--- src/rtl/mage_pkg.sv ---
// Shared widths and config bundle for the per-stream address generators.
// Also consumed by the stream selector, so the bank-index width lives here.
package mage_pkg;
  localparam int N_BANKS_PER_STREAM     = 4;
  localparam int LOG_N_BANKS_PER_STREAM = $clog2(N_BANKS_PER_STREAM);
  localparam int BANK_ADDR_W            = 8;
  localparam int ITER_W                 = 8;
  localparam int FLAT_W                 = BANK_ADDR_W + LOG_N_BANKS_PER_STREAM;

  typedef struct packed {
    logic [FLAT_W-1:0] base;
    logic [FLAT_W-1:0] in_stride;
    logic [FLAT_W-1:0] out_stride;
    logic [ITER_W-1:0] in_len;
    logic [ITER_W-1:0] out_len;
  } age_cfg_t;
endpackage

--- src/rtl/age_loop_cnt.sv ---
// Two nested iteration counters; advance on i_en, cleared by i_clr.
// Flags are combinational from the count; i_en is the only backpressure hook.
module age_loop_cnt
  import mage_pkg::*;
(
  input  logic              i_clk,
  input  logic              i_rst_n,
  input  logic              i_clr,
  input  logic              i_en,
  input  logic [ITER_W-1:0] i_in_len,
  input  logic [ITER_W-1:0] i_out_len,
  output logic              o_wrap_inner,
  output logic              o_last
);
  logic [ITER_W-1:0] r_i;
  logic [ITER_W-1:0] r_j;

  assign o_wrap_inner = (r_i == i_in_len - ITER_W'(1));
  assign o_last       = o_wrap_inner && (r_j == i_out_len - ITER_W'(1));

  always_ff @(posedge i_clk or negedge i_rst_n) begin
    if (!i_rst_n) begin
      r_i <= '0;
      r_j <= '0;
    end else if (i_clr) begin
      r_i <= '0;
      r_j <= '0;
    end else if (i_en) begin
      if (o_wrap_inner) begin
        r_i <= '0;
        if (!o_last) r_j <= r_j + ITER_W'(1);
      end else begin
        r_i <= r_i + ITER_W'(1);
      end
    end
  end
endmodule

--- src/rtl/stream_age.sv ---
// Two-level nested-loop address generator for one stream; first valid 1 cycle after start.
// stall_i freezes address, counters and outputs with valid_o held high.
module stream_age
  import mage_pkg::*;
(
  input  logic                              clk_i,
  input  logic                              rst_n_i,
  input  logic                              start_i,
  input  logic                              stall_i,
  input  logic [FLAT_W-1:0]                 cfg_base_i,
  input  logic [FLAT_W-1:0]                 cfg_in_stride_i,
  input  logic [FLAT_W-1:0]                 cfg_out_stride_i,
  input  logic [ITER_W-1:0]                 cfg_in_len_i,
  input  logic [ITER_W-1:0]                 cfg_out_len_i,
  output logic [LOG_N_BANKS_PER_STREAM-1:0] age_bank_o,
  output logic [BANK_ADDR_W-1:0]            age_addr_o,
  output logic                              valid_o,
  output logic                              busy_o,
  output logic                              done_o
);
  typedef enum logic [1:0] {S_IDLE, S_RUN, S_DONE} age_state_t;

  age_state_t        r_state;
  age_state_t        w_state_nxt;
  age_cfg_t          w_cfg;
  logic [FLAT_W-1:0] r_flat;
  logic [FLAT_W-1:0] r_row;
  logic [FLAT_W-1:0] r_in_stride;
  logic [FLAT_W-1:0] r_out_stride;
  logic [ITER_W-1:0] r_in_len;
  logic [ITER_W-1:0] r_out_len;
  logic              w_len_ok;
  logic              w_launch;
  logic              w_accept;
  logic              w_wrap_inner;
  logic              w_last;

  assign w_cfg = '{base:       cfg_base_i,
                   in_stride:  cfg_in_stride_i,
                   out_stride: cfg_out_stride_i,
                   in_len:     cfg_in_len_i,
                   out_len:    cfg_out_len_i};

  assign w_len_ok = (|w_cfg.in_len) && (|w_cfg.out_len);
  assign w_launch = (r_state == S_IDLE) && start_i && w_len_ok;
  assign w_accept = (r_state == S_RUN) && !stall_i;

  age_loop_cnt u_loop_cnt (
    .i_clk        (clk_i),
    .i_rst_n      (rst_n_i),
    .i_clr        (w_launch),
    .i_en         (w_accept),
    .i_in_len     (r_in_len),
    .i_out_len    (r_out_len),
    .o_wrap_inner (w_wrap_inner),
    .o_last       (w_last)
  );

  always_ff @(posedge clk_i or negedge rst_n_i) begin
    if (!rst_n_i) r_state <= S_IDLE;
    else          r_state <= w_state_nxt;
  end

  always_comb begin
    w_state_nxt = r_state;
    valid_o     = 1'b0;
    busy_o      = 1'b0;
    done_o      = 1'b0;
    unique case (r_state)
      S_IDLE: begin
        // Zero-length patterns skip RUN so no element is ever presented.
        if (start_i) w_state_nxt = w_len_ok ? S_RUN : S_DONE;
      end
      S_RUN: begin
        valid_o = 1'b1;
        busy_o  = 1'b1;
        if (w_accept && w_last) w_state_nxt = S_DONE;
      end
      S_DONE: begin
        done_o      = 1'b1;
        w_state_nxt = S_IDLE;
      end
      default: w_state_nxt = S_IDLE;
    endcase
  end

  always_ff @(posedge clk_i or negedge rst_n_i) begin
    if (!rst_n_i) begin
      r_flat       <= '0;
      r_row        <= '0;
      r_in_stride  <= '0;
      r_out_stride <= '0;
      r_in_len     <= '0;
      r_out_len    <= '0;
    end else if (w_launch) begin
      r_flat       <= w_cfg.base;
      r_row        <= w_cfg.base;
      r_in_stride  <= w_cfg.in_stride;
      r_out_stride <= w_cfg.out_stride;
      r_in_len     <= w_cfg.in_len;
      r_out_len    <= w_cfg.out_len;
    end else if (w_accept) begin
      // Outer step restarts from the row origin, not from the last inner address.
      if (w_wrap_inner) begin
        if (!w_last) begin
          r_row  <= r_row + r_out_stride;
          r_flat <= r_row + r_out_stride;
        end
      end else begin
        r_flat <= r_flat + r_in_stride;
      end
    end
  end

  assign age_bank_o = r_flat[LOG_N_BANKS_PER_STREAM-1:0];
  assign age_addr_o = r_flat[FLAT_W-1:LOG_N_BANKS_PER_STREAM];
endmodule

--- config.mk ---
export PLATFORM = sky130hd
export DESIGN_NAME = stream_age
export DESIGN_NICKNAME = d
export VERILOG_FILES = /design/src/rtl/mage_pkg.sv /design/src/rtl/age_loop_cnt.sv /design/src/rtl/stream_age.sv
export SDC_FILE = /design/constraint.sdc
export NUM_CORES = 1
export LEC_CHECK = 0
export ABC_AREA = 1
export BUFFER_PORTS_ARGS = -buffer_cell sky130_fd_sc_hd__buf_2
export CAP_MARGIN = 20
export CORE_MARGIN = 5
export CORE_UTILIZATION = 35
export CTS_BUF_LIST = sky130_fd_sc_hd__clkbuf_8
export CTS_CLUSTER_SIZE = 12
export DETAILED_ROUTE_END_ITERATION = 6
export GPL_ROUTABILITY_DRIVEN = 1
export PLACE_DENSITY = 0.53
export SLEW_MARGIN = 10
export SYNTH_ARGS = -nofsm -noshare
export SYNTH_HDL_FRONTEND = slang
export SYNTH_SLANG_ARGS = --single-unit
--- constraint.sdc ---
create_clock -name clk_i -period 3.7 [get_ports clk_i]
set_input_delay 0.555 -clock clk_i [delete_from_list [all_inputs] [get_ports clk_i]]
set_output_delay 0.555 -clock clk_i [all_outputs]
set_load 0.005 [all_outputs]
==> results by group <==
Pwr
  – IR drop worst, VDD: 261 uV
  – PwrDens: 884 nW/um^2
  – P_leak: 3.24 nW

STA
  – Min Tclk post-route: 2760 ps
  – Hold Slack: ~320 ps
  – Final Slew Violations: 0
  – Final setup fails: 0
  – Clock skew: 10.3 ps
  – Setup TNS Final: 0 ps
  – RSZ-0062 raised after global routing: false
  – Max Clock Freq: 362 MHz
  – Hold Fails Final Rpt: 0
  – Actual slew at the worst max-slew pin: 991 ps
  – Final WS setup: between 900 and 1000 ps
  – Slew headroom: 0.339
  – Final Cycle Share: 0.747

Clock tree
  – Hold buffers post-CTS: 0
  – Worst-skew pair later-pin latency: 360 ps
  – Clk buf depth: 2
  – H-tree depth: 3
  – Count of cells resized by post-cts repair: 0
  – Worst-path clk slew: 80 ps
  – Post-CTS Repair Setup Buffers: 0
  – Root Driver: clkbuf_8
  – CTS sink count: 74
  – Total CTS buffers: 9
  – CTS tree: built

Finish
  – Fillers: 1,521
  – Fin util: 0.399
  – Area Overhead vs Synth: 13.5%
  – Diode count: 0
  – NumNets Final: 865
  – Multi-input gate area: ~2800 um^2
  – Fraction of layout cells with a size suffix above 1: 0.123
  – Seq. cell area: roughly 1900 um^2

Synth
  – Syn Nets: slightly above 800
  – Post-synth EDFFs: 0
  – Mapped Area: 5050 um^2
  – Average size of a mapped cell: 6.88 um^2
  – Post-synthesis async set-or-reset flop share: 1.00
  – Main flop type after synthesis: dfrtp_1
  – Cell count after synthesis: approximately 730
  – Yosys reg bits: 74
  – Synth warnings: 0
  – Synth unique cells: 36
  – Largest area contributor in the netlist: dfrtp_1
  – Synth top area share: 0.367
  – Ranking of synthesized cells by area: dfrtp_1 37%, nand2_1 23%, nand3_1 5.8%, ha_1 5.4%, inv_1 5.4%
  – Sequential share of the synthesized area: 0.367

Detailed routing
  – Residual DRC count: 0
  – Vias: 4,667
  – DRT iter0 DRCs: between 300 and 400
  – WL/cell: about 13 um
  – Via-to-Cell Ratio: around 4.8
  – Final ANT Viol Nets: 0
  – Routed WL: 13,000 um
  – Drt first pass iters: 4

Min path
  – Hold crit path type: in -> async

Floorplan
  – Die ar.: 16,900 um^2
  – CORE AREA: 14,400 um^2
  – Die width: 130 um
  – Starting density of the core: 0.352
  – Height of the die: 130 um
  – Site Rows: 44
  – Ports: 63

Placement
  – Worst slack, placed: 965 ps
  – IO buf count: 62
  – DP Wirelength: 9780 um
  – Final GP Congestion: approximately 0.83

Worst setup path
  – Startpoint types: register
  – Critical path fanouts, max: 18
  – Worst endpoint required time: between 3000 and 4000 ps
  – Setup CP Type: reg -> reg
  – Crit. End Element: register
  – Crit path DAT: ~3000 ps
  – Worst reg2reg path depth: 13

Outcome
  – Status: finished clean

Global route
  – Global-route wire length before repair: 21,800 um
  – Initial antenna violation count: 0
  – Number of global-route vias before repair: 4,542
  – Total GRT Usage: 0.162
  – GR Overflow Total: 0
  – Pin count of the biggest net entering global routing: 75

Job
  – Max-cap violations: 0
==> synthesized netlist by cell type (2+ instances only) <==
library cell / count
nand3b_1: 8
xnor2_1: 11
a21oi_1: 16
nand3_1: 59
nand2_1: 305
nand4_1: 16
nor3_1: 5
fa_1: 2
ha_1: 22
clkbuf_1: 6
nand2_2: 3
dfrtp_1: 74
a31oi_1: 3
buf_2: 6
inv_2: 6
xor2_1: 21
buf_1: 6
nor2_1: 43
o21a_1: 2
o21ai_0: 30
inv_1: 73
buf_4: 2
nor2_2: 2
==> through the flow <==
step,cell area [um^2],instances,power (W)
2_1_floorplan,5050,734,0.00369
3_3_place_gp,5530,964,0.00442
3_5_place_dp,5530,964,0.00445
4_1_cts,5730,980,0.00513
5_1_grt,5730,980,0.00567
6_report,5730,980,0.00507
==> worst max-delay path, stage by stage, from the launching register on <==
cell and delay (ps):
dfrtp_1 400, inv_2 100, ha_1 280, nand2_1 90, nand3_1 110, nand2_1 60
nor2_1 90, nand2_1 100, nor2_4 250, nand3_4 210, o21ai_4 490, nand2_4 260
nand2_1 120, nand2_1 60
==> state kept, by name (all words and copies together), names as in the netlist <==
signal          flops
u_loop_cnt.r_i      8
r_out_len           8
r_flat             10
r_in_stride        10
r_out_stride       10
r_in_len            8
r_row              10
r_state             2
u_loop_cnt.r_j      8
==> final timing paths <==
path	start	endpoint	slack, ps
worst min register to register	r_row[6]$_DFFE_PN0P_	r_row[6]$_DFFE_PN0P_	480
worst max-delay path	r_in_len[0]$_DFFE_PN0P_	r_row[0]$_DFFE_PN0P_	940
max in group asynchronous	rst_n_i	r_row[0]$_DFFE_PN0P_	2700
min in group clk_i	cfg_out_stride_i[1]	r_out_stride[1]$_DFFE_PN0P_	380
worst min-delay path	rst_n_i	r_in_len[5]$_DFFE_PN0P_	320
worst max register to register	r_in_len[0]$_DFFE_PN0P_	r_row[0]$_DFFE_PN0P_	940
==> cells by family after synthesis <==
kind of cell | count (synthesis) | synth area share
AO/OA/AOI/OAI | 56 | 0.0612
AND/OR/NAND/NOR | 448 | 0.376
XOR/XNOR | 32 | 0.0555
buffers and inverters | 100 | 0.0788
flip-flops | 74 | 0.367
adder cells (fa/ha/maj) | 24 | 0.0624
==> cells in the final DEF (no fill, tap or decap), types with 2 or more instances in the layout <==
master    synthesis  layout
inv_1            73      76
nand2_1         305     304
fa_1              2       2
nor2_2            2       2
buf_4             2       6
nand3b_1          8       8
nand4_1          16      16
a31oi_1           3       3
nor3_1            5       5
o21ai_0          30      30
xnor2_1          11      11
o21a_1            2       2
inv_2             6       6
ha_1             22      22
buf_2             6      61
xor2_1           21      21
a21oi_1          16      16
nand2_2           3       4
nor2_1           43      43
nand3_1          59      59
clkbuf_8          0      11
dfrtp_1          74      74
==> where the power goes <==
part           leakage, nW  switching, W  internal, W
Sequential           0.941      0.000315      0.00114
Clock                0.113      0.000302     0.000340
Combinational         2.18       0.00187      0.00110
==> per-layer routing <==
layer	GRT usage	routed length, um	up-vias
met1	0.210	6140	2149
met5	0	0	-
li1	-	-	2422
met4	0.0385	108	0
met2	0.270	6110	89
met3	0.0438	616	7
==> area by class of cell <==
| cell class | count | share of cell area |
|---|---|---|
| multi-input combinational | 560 | 0.489 |
| clock buffer | 11 | 0.0264 |
| inverter | 79 | 0.0517 |
| sequential | 74 | 0.323 |
| tap | 184 | 0.0402 |
| clock inverter | 5 | 0.00808 |
| timing repair buffer | 67 | 0.0611 |
Note: power is estimated with default switching activity, not from simulation.
